### config.mk
export PLATFORM = sky130hd
export DESIGN_NAME = cache_control_4way
export DESIGN_NICKNAME = d
export VERILOG_FILES = /design/src/rtl/cache_control_4way.sv
export SDC_FILE = /design/constraint.sdc
export NUM_CORES = 1
export LEC_CHECK = 0
export ABC_AREA = 1
export BUFFER_PORTS_ARGS = -buffer_cell sky130_fd_sc_hd__buf_4
export CORE_ASPECT_RATIO = 0.8
export CORE_MARGIN = 2
export CORE_UTILIZATION = 30
export CTS_CLUSTER_DIAMETER = 150
export DETAILED_ROUTE_END_ITERATION = 6
export PLACE_DENSITY = 0.58
export SETUP_SLACK_MARGIN = 0.2
export SLEW_MARGIN = 25
export SYNTH_ARGS = -nofsm -noshare
export SYNTH_HDL_FRONTEND = slang
export SYNTH_SLANG_ARGS = --single-unit
### constraint.sdc
create_clock -name clk -period 2.2 [get_ports clk]
set_input_delay 0.44 -clock clk [delete_from_list [all_inputs] [get_ports clk]]
set_output_delay 0.44 -clock clk [all_outputs]
set_load 0.005 [all_outputs]
### src/rtl/cache_control_4way.sv
// Controller for a 4-way set-associative cache: tag compare, victim writeback and line fill.
// Victim choice prefers the lowest invalid way and falls back to the pseudo-LRU suggestion.
module cache_control_4way #(
  parameter int CNT_W = 16
) (
  input  logic             clk,
  input  logic             rst_n,
  input  logic             mem_read,
  input  logic             mem_write,
  output logic             mem_resp,
  input  logic [3:0]       hit,
  input  logic [3:0]       valid,
  input  logic [3:0]       dirty,
  input  logic [1:0]       lru_out,
  output logic             lru_read,
  output logic             lru_load,
  output logic [3:0]       lru_hit,
  output logic [1:0]       way_sel,
  output logic [3:0]       data_load,
  output logic             tag_load,
  output logic             valid_set,
  output logic             dirty_set,
  output logic             dirty_clr,
  output logic             pmem_read,
  output logic             pmem_write,
  input  logic             pmem_resp,
  output logic             pmem_addr_sel,
  output logic [CNT_W-1:0] miss_count,
  output logic [CNT_W-1:0] wb_count,
  output logic [1:0]       state_dbg
);

  typedef enum logic [1:0] {
    IDLE      = 2'd0,
    COMPARE   = 2'd1,
    WRITEBACK = 2'd2,
    ALLOCATE  = 2'd3
  } state_t;

  state_t     state, state_nxt;
  logic [1:0] victim, victim_nxt;
  logic [1:0] victim_pick;
  logic [1:0] hit_way;
  logic [3:0] hit_oh;
  logic       request;
  logic       miss_inc;
  logic       wb_inc;

  assign request   = mem_read | mem_write;
  assign state_dbg = state;

  // Lowest-index hit wins so lru_hit stays one-hot even on a corrupt multi-hit.
  always_comb begin
    hit_way = 2'd0;
    hit_oh  = 4'b0000;
    if (hit[0]) begin
      hit_way = 2'd0; hit_oh = 4'b0001;
    end else if (hit[1]) begin
      hit_way = 2'd1; hit_oh = 4'b0010;
    end else if (hit[2]) begin
      hit_way = 2'd2; hit_oh = 4'b0100;
    end else if (hit[3]) begin
      hit_way = 2'd3; hit_oh = 4'b1000;
    end
  end

  always_comb begin
    victim_pick = lru_out;
    if (!valid[0])      victim_pick = 2'd0;
    else if (!valid[1]) victim_pick = 2'd1;
    else if (!valid[2]) victim_pick = 2'd2;
    else if (!valid[3]) victim_pick = 2'd3;
  end

  always_ff @(posedge clk or negedge rst_n) begin
    if (!rst_n) begin
      state      <= IDLE;
      victim     <= 2'd0;
      miss_count <= '0;
      wb_count   <= '0;
    end else begin
      state  <= state_nxt;
      victim <= victim_nxt;
      if (miss_inc && (miss_count != '1)) miss_count <= miss_count + CNT_W'(1);
      if (wb_inc && (wb_count != '1))     wb_count   <= wb_count + CNT_W'(1);
    end
  end

  always_comb begin
    state_nxt     = state;
    victim_nxt    = victim;
    miss_inc      = 1'b0;
    wb_inc        = 1'b0;
    mem_resp      = 1'b0;
    lru_read      = 1'b0;
    lru_load      = 1'b0;
    lru_hit       = 4'b0000;
    way_sel       = 2'd0;
    data_load     = 4'b0000;
    tag_load      = 1'b0;
    valid_set     = 1'b0;
    dirty_set     = 1'b0;
    dirty_clr     = 1'b0;
    pmem_read     = 1'b0;
    pmem_write    = 1'b0;
    pmem_addr_sel = 1'b0;
    case (state)
      IDLE: begin
        // Gated with rst_n so nothing leaks out while the block is held in reset.
        lru_read = request & rst_n;
        if (request) state_nxt = COMPARE;
      end
      COMPARE: begin
        lru_read = 1'b1;
        if (!request) begin
          state_nxt = IDLE;
        end else if (|hit) begin
          mem_resp  = 1'b1;
          lru_load  = 1'b1;
          lru_hit   = hit_oh;
          way_sel   = hit_way;
          state_nxt = IDLE;
          if (mem_write) begin
            data_load = hit_oh;
            dirty_set = 1'b1;
          end
        end else begin
          victim_nxt = victim_pick;
          miss_inc   = 1'b1;
          state_nxt  = (valid[victim_pick] & dirty[victim_pick]) ? WRITEBACK : ALLOCATE;
        end
      end
      WRITEBACK: begin
        pmem_write    = 1'b1;
        pmem_addr_sel = 1'b1;
        way_sel       = victim;
        if (pmem_resp) begin
          dirty_clr = 1'b1;
          wb_inc    = 1'b1;
          state_nxt = ALLOCATE;
        end
      end
      ALLOCATE: begin
        pmem_read = 1'b1;
        way_sel   = victim;
        if (pmem_resp) begin
          data_load = 4'b0001 << victim;
          tag_load  = 1'b1;
          valid_set = 1'b1;
          state_nxt = COMPARE;
        end
      end
      default: state_nxt = IDLE;
    endcase
  end

endmodule
Yosys cells after proc, flatten, opt, wreduce, memory -nomap -nowiden
Cells that the tools add are included.
{ "classes": {"reduce_logical": 7, "shifts": 1, "muxes": 50, "n_addsub": 2, "bitwise": 4, "magnitude_cmp": 1, "n_eq_ne": 8} }
{ "op_table": {"columns": ["op", "n"], "rows": [
  ["4-bit 2-to-1 mux", 11],
  ["16-bit by 1-bit adder with 16-bit output (second input constant)", 2],
  ["16-bit != test (second input constant)", 2],
  ["2-bit 2-to-1 mux", 15],
  ["1-bit 2-to-1 mux", 18],
  ["2-bit case mux with 4 select lines", 1],
  ["4-bit case mux with 2 select lines", 1],
  ["2-bit != test (second input constant)", 3],
  ["3-bit AND reduction", 2],
  ["1-bit binary-select mux with 2-bit select", 2],
  ["2-bit equality test (second input constant)", 2],
  ["2-bit case mux with 2 select lines", 1],
  ["4-bit OR reduction", 1],
  ["1-bit by 2-bit << shifter with 4-bit output (first input constant)", 1],
  ["2-bit by 3-bit < comparator with 1-bit output (second input constant)", 1],
  ["1-bit bitwise AND", 2],
  ["2-bit by 1-bit equality test with 1-bit output (second input constant)", 1],
  ["1-bit logical AND", 2],
  ["2-bit zero test", 1],
  ["1-bit case mux with 2 select lines", 1],
  ["2-bit OR reduction", 1],
  ["1-bit inverter", 1],
  ["1-bit bitwise OR", 1]
]} }
{ "totals": {"output_inout_bits": 54, "in_bits": 19, "word_cells": 77, "reg_bits": 36} }

Depth between registers and ports, before layout
Gate-level depths: netlist of run 1.
{ "depth": {"ltp_word": 11, "mapped_depth": 11} }

Least setup slack after synthesis of run 1
No wires, ideal clock.
{ "synth_path": {"kind": "register -> register", "start": "register state[1] (netlist: state_dbg[1])", "end": "register miss_count[9]", "arrival_time_ns": 1.481, "setup_ns": 0.124, "synth_period_minus_slack_ns": 1.605, "path_buffers": 1, "path_slack_ns": 0.595, "required_time_ns": 2.076, "stages_incl_launch_ff": 10, "path_cell_list": "dfrtp_1 -> inv_1 -> ha_1 -> inv_1 -> nor2_2 -> inv_1 -> nor2_2 -> buf_4 -> nand4_1 -> xor2_1"} }
{ "synth_via": {"elab_chain_len": 3} }
{ "synth_rtl": {"columns": ["item", "line", "rtl"], "rows": [
  ["start, declared", "40", "state_t state, state_nxt;"],
  ["start signal, assigned", "82", "state <= state_nxt;"],
  ["2-bit by 1-bit equality test with 1-bit output", "107", "case (state)"],
  ["1-bit 2-to-1 mux", "107", null],
  ["1-bit logical AND", "84", "if (miss_inc && (miss_count != '1)) miss_count <= miss_count + CNT_W'(1);"],
  ["end signal, assigned", "84", null],
  ["end, declared", "28", "output logic [CNT_W-1:0] miss_count,"]
]} }
No other way between the ends.
A chain may end at the register's enable or synchronous reset.

Worst setup path after layout of run 1
{ "layout_path": {"start": "register state[0] (netlist: state_dbg[0])", "end": "output data_load[0]"} }
{ "layout_via": {"elab_chain_len": 2, "word_cells_on_any_way": 3, "cone_classes": "eq/ne: 2; mux: 1"} }
{ "layout_rtl": {"columns": ["item", "line", "rtl"], "rows": [
  ["2-bit equality test / 2-bit by 1-bit equality test with 1-bit output (equally long branches)", "107", null],
  ["4-bit case mux with 2 select lines *", "107", null],
  ["end, declared", "19", "output logic [3:0] data_load,"]
]} }
Mark *: on every way between the ends. The rest lies on a longest branch, timed or not.

==> metrics.txt, run 1 <==
# TYPE chip_impl_metric gauge
chip_impl_info{name="setup_repair_after_global_routing_missed_its_margin",value="yes"} 1
chip_impl_metric{name="tightestPinTransition",unit="ps"} 459
chip_impl_metric{name="fin_worst_skew",unit="ps"} 5.12
chip_impl_info{name="synth.top_cells.by_area",value="sky130_fd_sc_hd__dfrtp_1, sky130_fd_sc_hd__nand2_1, sky130_fd_sc_hd__xor2_1"} 1
chip_impl_metric{name="post_cts_hold_buffer_count",unit=""} 0
chip_impl_metric{name="clock-sinks",unit=""} 36
chip_impl_metric{name="combPwrFrac",unit="%"} 28.3
chip_impl_metric{name="postPlaceCellArea",unit="um2"} 2820
chip_impl_metric{name="cts_made_buffers",unit=""} 5
chip_impl_metric{name="r2r_cells",unit=""} 7
chip_impl_metric{name="ctsHtreeMaxLevel",unit=""} 2
chip_impl_metric{name="crit_required",unit="ps"} 1760
chip_impl_metric{name="timing.max_slew.rel_slack",unit="%"} 69.4
chip_impl_metric{name="clk_transition_reported_paths",unit="ps"} 70
chip_impl_info{name="end_kind",value="output pin"} 1
chip_impl_metric{name="area_fraction_of_the_dominant_cell_type_after_synthesis",unit="%"} 41.0
chip_impl_metric{name="p_int",unit="mW"} 1.35
chip_impl_info{name="most_frequent_cells_in_the_layout",value="sky130_fd_sc_hd__buf_4, sky130_fd_sc_hd__nand2_1, sky130_fd_sc_hd__nor2_1"} 1
chip_impl_metric{name="hold_viol_final",unit=""} 0
chip_impl_metric{name="boundaryPins",unit=""} 73
chip_impl_info{name="root_buffer",value="sky130_fd_sc_hd__clkbuf_8"} 1
chip_impl_metric{name="final.period_utilization",unit="%"} 89.5
chip_impl_metric{name="post_drt_wl_per_cell",unit="um"} 12.5
chip_impl_metric{name="post_route_cells_drive_above_1_share",unit="%"} 31.0
chip_impl_info{name="hold_class",value="in2async"} 1
chip_impl_metric{name="drt-vias-per-instance",unit=""} 4.67
chip_impl_metric{name="max_clock_freq",unit="MHz"} 508
chip_impl_info{name="synth.largest_area_cell",value="sky130_fd_sc_hd__dfrtp_1"} 1
chip_impl_metric{name="synth.net_count",unit=""} 308
chip_impl_metric{name="sequentialPowerShare",unit="%"} 42.3
chip_impl_metric{name="max-vdd-ir-drop",unit="V"} 0.000276
chip_impl_metric{name="cp_max_fo",unit=""} 5
chip_impl_metric{name="final-setup-viol-count",unit=""} 0
chip_impl_info{name="tritoncts",value="built"} 1
chip_impl_info{name="run_status",value="complete, no violations"} 1
chip_impl_metric{name="gp_routability_congestion",unit=""} 0.838
chip_impl_metric{name="synth.yosys.seq_area_share",unit="%"} 41.0
chip_impl_metric{name="ys_seq_elements",unit=""} 36
chip_impl_metric{name="ys_types",unit=""} 26
chip_impl_metric{name="period_minus_slack",unit="ps"} 1970
chip_impl_metric{name="synth-warning-count",unit=""} 0
chip_impl_metric{name="initial_core_util",unit="%"} 31.4
chip_impl_metric{name="track_usage",unit="%"} 14.5
chip_impl_metric{name="detail_route.iter0.violations",unit=""} 107
chip_impl_metric{name="clk_latency",unit="ps"} 280
chip_impl_metric{name="core-area",unit="um2"} 6990
chip_impl_metric{name="dp.final_hpwl",unit="um"} 4360
chip_impl_metric{name="cp.arrival",unit="ps"} 1530
chip_impl_metric{name="final_nets",unit=""} 388
chip_impl_metric{name="die_h",unit="um"} 80.6
chip_impl_info{name="layout_commonest_cell",value="sky130_fd_sc_hd__buf_4"} 1
chip_impl_metric{name="route.antenna.remaining_nets",unit=""} 0
chip_impl_metric{name="antennaDiodeCount",unit=""} 0
chip_impl_metric{name="grt_max_degree",unit=""} 37
chip_impl_metric{name="routed_wl",unit="um"} 5620
chip_impl_metric{name="area_growth_syn_to_layout",unit="%"} 38.0
chip_impl_metric{name="drv_cap",unit=""} 0
chip_impl_metric{name="fp.dieArea",unit="um2"} 8030
chip_impl_metric{name="power_switching_share",unit="%"} 30.7
chip_impl_metric{name="number_of_global_route_vias_before_repair",unit=""} 2005
chip_impl_metric{name="num_rows",unit=""} 27
chip_impl_metric{name="placement.io_buffers",unit=""} 72
chip_impl_metric{name="finalInstanceArea",unit="um2"} 3030
chip_impl_metric{name="via_count",unit=""} 2105
chip_impl_metric{name="cts-root-to-sink-buffers",unit=""} 2
chip_impl_metric{name="leakagePower",unit="nW"} 1.53
chip_impl_metric{name="antenna_found_initial",unit=""} 0
chip_impl_metric{name="grt_first_pass_wirelength",unit="um"} 9320
chip_impl_metric{name="grt_overflow",unit=""} 0
chip_impl_metric{name="detail_route.first_pass.iterations",unit=""} 5
chip_impl_metric{name="clock_power_share",unit="%"} 29.4
chip_impl_metric{name="power_density",unit="nW/um2"} 640
chip_impl_metric{name="synthesis.area",unit="um2"} 2200
chip_impl_metric{name="postSynthAreaPerCell",unit="um2"} 7.77
chip_impl_metric{name="report.final.slew_viol_count",unit=""} 0
chip_impl_metric{name="die_width",unit="um"} 99.7
chip_impl_metric{name="route.detailed.drc",unit=""} 0
chip_impl_metric{name="power_switching",unit="uW"} 597
chip_impl_metric{name="netlist_instances",unit=""} 283
chip_impl_metric{name="totalNegativeSetupSlack",unit="ps"} 0
chip_impl_info{name="path_class",value="reg2out"} 1
chip_impl_info{name="critical_path_start_type",value="register"} 1
[sequential cells by signal (all words and copies together) (netlist names)]
signal,count
miss_count,16
wb_count,16
state_dbg,2
victim,2
[routing by layer]
| metal | vias to the layer above | part of all wire [%] | track usage [%] |
|---|---|---|---|
| met3 | 2 | 8.0 | 3.83 |
| li1 | 1048 | - | - |
| met1 | 988 | 46 | 19.4 |
| met5 | - | 0 | 0 |
| met4 | 0 | 0.43 | 3.70 |
| met2 | 67 | 46 | 23.2 |
[cells by family after synthesis]
kind of cell / share of synthesized area [%]
AOI/OAI and AO/OA: 4.33
adders and majority gates: 3.41
DFF: 41.0
and+or+nand+nor: 32.4
buffers and inverters: 7.68
xor gates and xnor gates: 11.2
[power by group through the flow]
stage	Combinational, mW	Sequential (mW)	Clock [mW]
6_report	0.549	0.822	0.571
5_1_grt	0.617	0.836	0.626
4_1_cts	0.530	0.823	0.596
3_5_place_dp	0.493	0.826	0
3_3_place_gp	0.487	0.815	0
2_1_floorplan	0.245	0.808	0
[timing repair]
| action | CTS | global route |
|---|---|---|
| resized for setup | 8 | 13 |
| endpoints found under the setup margin | 7 | 19 |
| pin swaps | 4 | 1 |
| setup buffers | 4 | 0 |
[worst paths after layout]
kind	from	to	slack, ps
max	state_dbg[0]	data_load[0]	230
min	rst_n	wb_count[15]	210
max reg2reg	miss_count[0]	miss_count[6]	440
min reg2reg	miss_count[14]	miss_count[14]	520
max in group asynchronous	rst_n	state_dbg[0]	1650
min in group clk	valid[0]	victim[0]	500
[worst max-delay path, stage by stage, from the launching register on]
cell and delay (ps):
sky130_fd_sc_hd__dfrtp_2 430, sky130_fd_sc_hd__ha_2 200, sky130_fd_sc_hd__nand2_1 80, sky130_fd_sc_hd__or2_2 310, sky130_fd_sc_hd__o22ai_2 100, sky130_fd_sc_hd__buf_4 130
[layout make-up]
| cell class | count | area (um2) |
|---|---|---|
| Tap cell | 87 | 109 |
| Inverter | 32 | 120 |
| Multi-Input combinational cell | 209 | 1200 |
| Clock inverter | 2 | 35.0 |
| Fill cell | 716 | 3960 |
| Clock buffer | 6 | 72.6 |
| Sequential cell | 36 | 902 |
| Timing Repair Buffer | 79 | 593 |
[synth_stat cells, drive strengths merged]
| cell type | count |
|---|---|
| a21oi | 4 |
| buf | 6 |
| dfrtp | 36 |
| ha | 6 |
| inv | 32 |
| nand2 | 77 |
| nand3 | 20 |
| nand3b | 2 |
| nand4 | 5 |
| nor2 | 45 |
| nor3 | 5 |
| nor3b | 2 |
| nor4 | 1 |
| o211ai | 1 |
| o21ai | 6 |
| o22ai | 6 |
| or2 | 1 |
| xnor2 | 11 |
| xor2 | 17 |
[per-stage QoR]
step	hold slack (ps)	cells	util, %	setup slack, ps	power [mW]
finish	209	451	43.4	231	1.94
global route	236	451	43.4	130	2.08
detailed placement	511	439	40.3	214	1.32
CTS	226	451	42.8	198	1.95
floorplan	144	283	-	595	1.05
global placement	509	439	40.3	318	1.30
No activity file was read; power rests on OpenSTA's default activity.
==> inputs of run 2 (changes only) <==
--- a/config.mk
+++ b/config.mk
@@ -12,7 +12,7 @@
 export CORE_UTILIZATION = 30
 export CTS_CLUSTER_DIAMETER = 150
 export DETAILED_ROUTE_END_ITERATION = 6
-export PLACE_DENSITY = 0.58
+export PLACE_DENSITY = 0.49
 export SETUP_SLACK_MARGIN = 0.2
 export SLEW_MARGIN = 25
 export SYNTH_ARGS = -nofsm -noshare
==> run 2 against run 1 <==
Die area unchanged. Clock skew up 1.1 ps. Sequential share of layout area up 0.39 points. Via count down 3.4%. Routed wire length down 1.0%. Fmax up 2.3%. Global-route usage down 0.056 points. Combinational power down 4.2%. First-iteration DRC count down 43%.
==> metrics.txt, run 2 (same netlist as run 1, synthesis figures left out) <==
# TYPE chip_impl_metric gauge
chip_impl_metric{name="hold-worst-slack",unit="ps"} 210
chip_impl_info{name="top_signal_layer_used",value="met4"} 1
chip_impl_metric{name="grt_overflow",unit=""} 0
chip_impl_metric{name="routed_wl",unit="um"} 5570
chip_impl_metric{name="cts_made_buffers",unit=""} 5
chip_impl_metric{name="max-vdd-ir-drop",unit="V"} 0.000235
chip_impl_metric{name="timing.max_slew.rel_slack",unit="%"} 68.0
chip_impl_metric{name="p_int",unit="mW"} 1.21
chip_impl_metric{name="detail_route.first_pass.iterations",unit=""} 4
chip_impl_info{name="path_class",value="reg2out"} 1
chip_impl_metric{name="combPwrFrac",unit="%"} 29.4
chip_impl_metric{name="route.detailed.drc",unit=""} 0
chip_impl_metric{name="multiInputGateArea",unit="um2"} 1190
chip_impl_info{name="most_frequent_cells_in_the_layout",value="sky130_fd_sc_hd__buf_4, sky130_fd_sc_hd__nand2_1, sky130_fd_sc_hd__nor2_1"} 1
chip_impl_metric{name="die_h",unit="um"} 80.6
chip_impl_info{name="end_kind",value="output pin"} 1
chip_impl_info{name="tritoncts",value="built"} 1
chip_impl_metric{name="clock_power_share",unit="%"} 24.9
chip_impl_metric{name="tightestPinTransition",unit="ps"} 480
chip_impl_metric{name="totalNegativeSetupSlack",unit="ps"} 0
chip_impl_metric{name="clock-sinks",unit=""} 36
chip_impl_metric{name="detail_route.iter0.violations",unit=""} 61
chip_impl_metric{name="clk_transition_reported_paths",unit="ps"} 70
chip_impl_metric{name="cp.arrival",unit="ps"} 1480
chip_impl_metric{name="sequentialPowerShare",unit="%"} 45.7
chip_impl_info{name="root_buffer",value="sky130_fd_sc_hd__clkbuf_8"} 1
chip_impl_metric{name="fillerInstances",unit=""} 707
chip_impl_metric{name="post_cts_hold_buffer_count",unit=""} 0
chip_impl_metric{name="dp.final_hpwl",unit="um"} 4280
chip_impl_info{name="critical_path_start_type",value="register"} 1
chip_impl_metric{name="crit_required",unit="ps"} 1760
chip_impl_metric{name="antenna_found_initial",unit=""} 0
chip_impl_metric{name="critical-path-max-stage-delay",unit="ps"} 440
chip_impl_metric{name="report.final.slew_viol_count",unit=""} 0
chip_impl_info{name="setup_repair_after_global_routing_missed_its_margin",value="yes"} 1
chip_impl_metric{name="drt-vias-per-instance",unit=""} 4.51
chip_impl_metric{name="track_usage",unit="%"} 14.4
chip_impl_metric{name="wl_met3",unit="um"} 383
chip_impl_metric{name="core-area",unit="um2"} 6990
chip_impl_metric{name="cp_max_fo",unit=""} 5
chip_impl_metric{name="antennaDiodeCount",unit=""} 0
chip_impl_metric{name="met2WireLength",unit="um"} 2380
chip_impl_info{name="critical-path-slowest-cell",value="sky130_fd_sc_hd__dfrtp_2"} 1
chip_impl_metric{name="initial_core_util",unit="%"} 31.4
chip_impl_metric{name="power_switching_share",unit="%"} 32.2
chip_impl_metric{name="power_switching",unit="uW"} 576
chip_impl_metric{name="cts-root-to-sink-buffers",unit=""} 2
chip_impl_metric{name="placement.io_buffers",unit=""} 72
chip_impl_metric{name="drv_cap",unit=""} 0
chip_impl_metric{name="route.antenna.remaining_nets",unit=""} 0
chip_impl_metric{name="hold_viol_final",unit=""} 0
chip_impl_info{name="run_status",value="complete, no violations"} 1
chip_impl_metric{name="post_drt_wl_per_cell",unit="um"} 12.3
chip_impl_metric{name="grt_max_degree",unit=""} 37
chip_impl_metric{name="number_of_global_route_vias_before_repair",unit=""} 1976
chip_impl_metric{name="die_width",unit="um"} 99.7
chip_impl_metric{name="ctsHtreeMaxLevel",unit=""} 2
chip_impl_info{name="cells_along_the_critical_path",value="ha_2 > nand2_1 > or2_4 > o22ai_2 > buf_4"} 1
chip_impl_metric{name="storage_cell_area",unit="um2"} 902
chip_impl_metric{name="final.period_utilization",unit="%"} 87.5
chip_impl_metric{name="grt_first_pass_wirelength",unit="um"} 9320
chip_impl_metric{name="final_nets",unit=""} 389
chip_impl_metric{name="power_density",unit="nW/um2"} 597
chip_impl_metric{name="clk_latency",unit="ps"} 280
chip_impl_info{name="hold_class",value="in2async"} 1
chip_impl_metric{name="gp_routability_congestion",unit=""} 0.852
chip_impl_info{name="delay_heaviest_family_cp",value="flip-flops"} 1
chip_impl_metric{name="fin_worst_skew",unit="ps"} 6.26
chip_impl_metric{name="max_clock_freq",unit="MHz"} 520
chip_impl_metric{name="crit_buf_inv",unit=""} 1
chip_impl_metric{name="final-setup-viol-count",unit=""} 0
chip_impl_metric{name="period_minus_slack",unit="ps"} 1920
chip_impl_metric{name="num_rows",unit=""} 27
chip_impl_metric{name="fp.dieArea",unit="um2"} 8030
chip_impl_info{name="largestRegisters",value="miss_count x16, wb_count x16"} 1
chip_impl_metric{name="met1Wirelength",unit="um"} 2760
chip_impl_metric{name="leakagePower",unit="nW"} 1.52
chip_impl_metric{name="boundaryPins",unit=""} 73
chip_impl_metric{name="via_count",unit=""} 2033
chip_impl_metric{name="post_route_cells_drive_above_1_share",unit="%"} 30.5
chip_impl_info{name="layout_commonest_cell",value="sky130_fd_sc_hd__buf_4"} 1
chip_impl_metric{name="area_growth_syn_to_layout",unit="%"} 36.3
[run 2: repair_timing]
action,CTS,global route
endpoints found under the setup margin,8,16
pin swaps,1,3
setup buffers,2,2
cloned,0,0
resized for setup,5,12
endpoints found under the hold margin,0,0
[run 2: worst register-to-register path, cell delays in order, from the launching register on]
cell and delay, ps:
sky130_fd_sc_hd__dfrtp_1 420, sky130_fd_sc_hd__inv_2 100, sky130_fd_sc_hd__ha_4 130, sky130_fd_sc_hd__inv_2 40, sky130_fd_sc_hd__nor2_4 110, sky130_fd_sc_hd__inv_1 110, sky130_fd_sc_hd__nor2_2 250, sky130_fd_sc_hd__nand2_2 120
sky130_fd_sc_hd__buf_4 190, sky130_fd_sc_hd__nor2_2 90, sky130_fd_sc_hd__xor2_1 150
[run 2: final timing paths]
path | from | to | slack [ps] | depth (start not counted)
max | state_dbg[0] | data_load[0] | 280 | 5
max reg2reg | state_dbg[1] | miss_count[4] | 420 | 10
max in group asynchronous | rst_n | state_dbg[0] | 1620 | 2
min in group clk | valid[0] | victim[0] | 500 | 3
min | rst_n | wb_count[6] | 210 | 2
min reg2reg | wb_count[14] | wb_count[14] | 510 | 1
[run 2: stage by stage]
stage	instances	util [%]	cell area (um2)	setup slack [ps]	power, mW
after floorplan	283	-	2200	595	1.05
after global routing	451	42.8	3000	161	1.92
after CTS	449	42.1	2940	201	1.78
after global placement	440	40.5	2830	366	1.31
final	451	42.8	3000	276	1.79
after detailed placement	440	40.5	2830	272	1.31
[run 2: power groups by stage]
stage | logic [mW] | registers, mW | clock network (mW)
floorplan | 0.245 | 0.808 | 0
global placement | 0.491 | 0.818 | 0
detailed placement | 0.489 | 0.820 | 0
CTS | 0.506 | 0.808 | 0.469
global route | 0.598 | 0.830 | 0.490
finish | 0.526 | 0.818 | 0.445
[run 2: layout make-up]
cell class                      instances  share of cell area, %
Multi-Input combinational cell        209                   39.6
Sequential cell                        36                   30.1
Timing Repair Buffer                   80                   20.1
Inverter                               32                   4.01
Tap cell                               87                   3.63
Clock buffer                            6                   2.42
Clock inverter                          1                  0.167
[run 2: metal layers]
layer | GRT usage (%) | vias to the layer above
met5 | 0 | -
met4 | 3.29 | 0
met3 | 4.18 | 5
met2 | 22.4 | 62
met1 | 19.9 | 914
li1 | - | 1052
==> inputs of run 3 (changes only) <==
--- a/config.mk
+++ b/config.mk
@@ -7,14 +7,15 @@
 export LEC_CHECK = 0
 export ABC_AREA = 1
 export BUFFER_PORTS_ARGS = -buffer_cell sky130_fd_sc_hd__buf_4
+export CAP_MARGIN = 20
 export CORE_ASPECT_RATIO = 0.8
-export CORE_MARGIN = 2
+export CORE_MARGIN = 5
 export CORE_UTILIZATION = 30
 export CTS_CLUSTER_DIAMETER = 150
 export DETAILED_ROUTE_END_ITERATION = 6
 export PLACE_DENSITY = 0.49
 export SETUP_SLACK_MARGIN = 0.2
-export SLEW_MARGIN = 25
+export SLEW_MARGIN = 20
 export SYNTH_ARGS = -nofsm -noshare
 export SYNTH_HDL_FRONTEND = slang
 export SYNTH_SLANG_ARGS = --single-unit
==> run 3 against run 2 <==
Global-route usage down 1.6 points. Core utilization up 0.23 points. Sequential share of layout area down 0.16 points. Cell area up 0.54%. Power up 4.2%. Combinational power up 4.8%. Sequential power about the same. Fmax down 2.9%. Non-clock buffer count up 1. Critical path depth unchanged. Worst hold slack better by 43 ps. Largest cell class unchanged.
==> metrics.txt, run 3 (same netlist as run 1, synthesis figures left out) <==
# TYPE chip_impl_metric gauge
chip_impl_metric{name="cts-root-to-sink-buffers",unit=""} 2
chip_impl_metric{name="boundaryPins",unit=""} 73
chip_impl_metric{name="timing.max_slew.rel_slack",unit="%"} 69.4
chip_impl_info{name="root_buffer",value="sky130_fd_sc_hd__clkbuf_8"} 1
chip_impl_metric{name="grt_overflow",unit=""} 0
chip_impl_metric{name="via_count",unit=""} 2042
chip_impl_metric{name="power_switching",unit="uW"} 570
chip_impl_metric{name="track_usage",unit="%"} 12.8
chip_impl_metric{name="tightestPinTransition",unit="ps"} 460
chip_impl_metric{name="dp.final_hpwl",unit="um"} 4560
chip_impl_metric{name="number_of_global_route_vias_before_repair",unit=""} 1985
chip_impl_metric{name="clk_latency",unit="ps"} 280
chip_impl_metric{name="combPwrFrac",unit="%"} 29.5
chip_impl_metric{name="final_nets",unit=""} 390
chip_impl_metric{name="period_minus_slack",unit="ps"} 1980
chip_impl_metric{name="placed_cells_incl_taps",unit=""} 440
chip_impl_info{name="layout_commonest_cell",value="sky130_fd_sc_hd__buf_4"} 1
chip_impl_metric{name="drv_cap",unit=""} 0
chip_impl_metric{name="hold_viol_final",unit=""} 0
chip_impl_metric{name="num_rows",unit=""} 27
chip_impl_metric{name="clock-sinks",unit=""} 36
chip_impl_metric{name="core-area",unit="um2"} 6990
chip_impl_metric{name="clock_power_share",unit="%"} 26.7
chip_impl_metric{name="ctsHtreeMaxLevel",unit=""} 2
chip_impl_metric{name="cp.arrival",unit="ps"} 1540
chip_impl_metric{name="antenna_found_initial",unit=""} 0
chip_impl_metric{name="fin_worst_skew",unit="ps"} 3.56
chip_impl_metric{name="p_int",unit="mW"} 1.29
chip_impl_metric{name="placement.io_buffers",unit=""} 72
chip_impl_metric{name="max_clock_freq",unit="MHz"} 505
chip_impl_info{name="cells_along_the_critical_path",value="ha_2 > nand2_1 > or2_2 > o22ai_1 > buf_4"} 1
chip_impl_metric{name="layoutNonFillerInstCount",unit=""} 452
chip_impl_metric{name="post_cts_hold_buffer_count",unit=""} 0
chip_impl_info{name="setup_repair_after_global_routing_missed_its_margin",value="yes"} 1
chip_impl_metric{name="fp.dieArea",unit="um2"} 9150
chip_impl_info{name="hold_class",value="in2async"} 1
chip_impl_metric{name="post_route_cells_drive_above_1_share",unit="%"} 30.7
chip_impl_metric{name="cp_max_fo",unit=""} 5
chip_impl_metric{name="detail_route.iter0.violations",unit=""} 53
chip_impl_metric{name="initial_core_util",unit="%"} 31.4
chip_impl_metric{name="die_width",unit="um"} 106
chip_impl_metric{name="grt_max_degree",unit=""} 37
chip_impl_info{name="tritoncts",value="built"} 1
chip_impl_metric{name="final.period_utilization",unit="%"} 90.1
chip_impl_metric{name="routed_wl",unit="um"} 5740
chip_impl_metric{name="cts_made_buffers",unit=""} 5
chip_impl_metric{name="leakagePower",unit="nW"} 1.53
chip_impl_metric{name="clk_transition_reported_paths",unit="ps"} 70
chip_impl_metric{name="die_h",unit="um"} 86.6
chip_impl_metric{name="grt_first_pass_wirelength",unit="um"} 9570
chip_impl_metric{name="antennaDiodeCount",unit=""} 0
chip_impl_metric{name="detail_route.first_pass.iterations",unit=""} 4
chip_impl_info{name="largestRegisters",value="miss_count x16, wb_count x16"} 1
chip_impl_metric{name="route.antenna.remaining_nets",unit=""} 0
chip_impl_metric{name="totalNegativeSetupSlack",unit="ps"} 0
chip_impl_info{name="run_status",value="complete, no violations"} 1
chip_impl_metric{name="gp_routability_congestion",unit=""} 0.797
chip_impl_metric{name="max-vdd-ir-drop",unit="V"} 0.000247
chip_impl_info{name="critical_path_start_type",value="register"} 1
chip_impl_metric{name="route.detailed.drc",unit=""} 0
chip_impl_metric{name="final-setup-viol-count",unit=""} 0
chip_impl_metric{name="critical-path-max-stage-delay",unit="ps"} 430
chip_impl_metric{name="hold-worst-slack",unit="ps"} 253
chip_impl_info{name="most_frequent_cells_in_the_layout",value="sky130_fd_sc_hd__buf_4, sky130_fd_sc_hd__nand2_1, sky130_fd_sc_hd__nor2_1"} 1
chip_impl_metric{name="power_density",unit="nW/um2"} 619
chip_impl_info{name="critical-path-slowest-cell",value="sky130_fd_sc_hd__dfrtp_2"} 1
chip_impl_metric{name="report.final.slew_viol_count",unit=""} 0
chip_impl_metric{name="post_drt_wl_per_cell",unit="um"} 12.7
chip_impl_info{name="path_class",value="reg2out"} 1
chip_impl_metric{name="area_growth_syn_to_layout",unit="%"} 37.0
chip_impl_metric{name="sequentialPowerShare",unit="%"} 43.7
chip_impl_info{name="end_kind",value="output pin"} 1
chip_impl_metric{name="crit_required",unit="ps"} 1760
chip_impl_metric{name="power_switching_share",unit="%"} 30.6
chip_impl_metric{name="drt-vias-per-instance",unit=""} 4.52
[run 3: cell count changes in the layout (fill, tap and decap cells not counted), sizes merged]
cell	previous run	this run
clkinv	1	0
clkbuf	6	7
buf	80	81
[run 3: path summary, 6_finish.rpt]
| check | from | endpoint | slack, ps | cells past startpoint |
|---|---|---|---|---|
| max in group asynchronous | rst_n | state_dbg[0] | 1600 | 2 |
| min in group clk | wb_count[14] | wb_count[14] | 510 | 1 |
| hold / removal | rst_n | miss_count[15] | 250 | 2 |
| setup reg to reg | state_dbg[1] | miss_count[4] | 350 | 10 |
| hold reg to reg | wb_count[14] | wb_count[14] | 510 | 1 |
| setup / recovery | state_dbg[0] | data_load[0] | 220 | 5 |
[run 3: through the flow]
step / cell area, um2 / worst slack, ps / util, % / power, mW
after detailed placement: 2830 / 238 / 40.5 / 1.31
after global placement: 2830 / 356 / 40.5 / 1.31
final: 3010 / 219 / 43.1 / 1.86
after CTS: 2970 / 199 / 42.5 / 1.86
after floorplan: 2200 / 595 / - / 1.05
after global routing: 3010 / 139 / 43.1 / 2.01
[run 3: per-layer routing]
layer | vias to the layer above | routed length [um] | global-route usage (%)
met3 | 5 | 397 | 4.17
met1 | 917 | 2950 | 18.1
met5 | - | 0 | 0
met2 | 64 | 2340 | 18.9
met4 | 0 | 51 | 3.53
li1 | 1056 | - | -
[run 3: area by class of cell]
cell class / instances / area [um2]
Tap cell: 87 / 109
Multi-Input combinational cell: 209 / 1180
Fill cell: 702 / 3980
Inverter: 32 / 120
Clock buffer: 7 / 96.3
Sequential cell: 36 / 902
Timing Repair Buffer: 81 / 608
[run 3: power groups by stage]
stage	Sequential [mW]	Combinational, mW	Clock (mW)
floorplan	0.808	0.245	0
global placement	0.818	0.495	0
detailed placement	0.822	0.493	0
CTS	0.809	0.526	0.522
global route	0.831	0.619	0.562
finish	0.815	0.551	0.498
[run 3: what timing repair did]
action,in CTS,in global routing
endpoints found under the setup margin,7,16
setup buffers,3,2
gates resized for setup,6,8
pin swaps,3,3
[run 3: critical path, delay by kind of cell, from the launching register on]
kind | cells | cell delay, ps
AO/OA/AOI/OAI | 1 | 130
adder cells (fa/ha/maj) | 1 | 190
buffers and inverters | 1 | 140
flip-flops | 1 | 430
AND/OR/NAND/NOR | 2 | 380
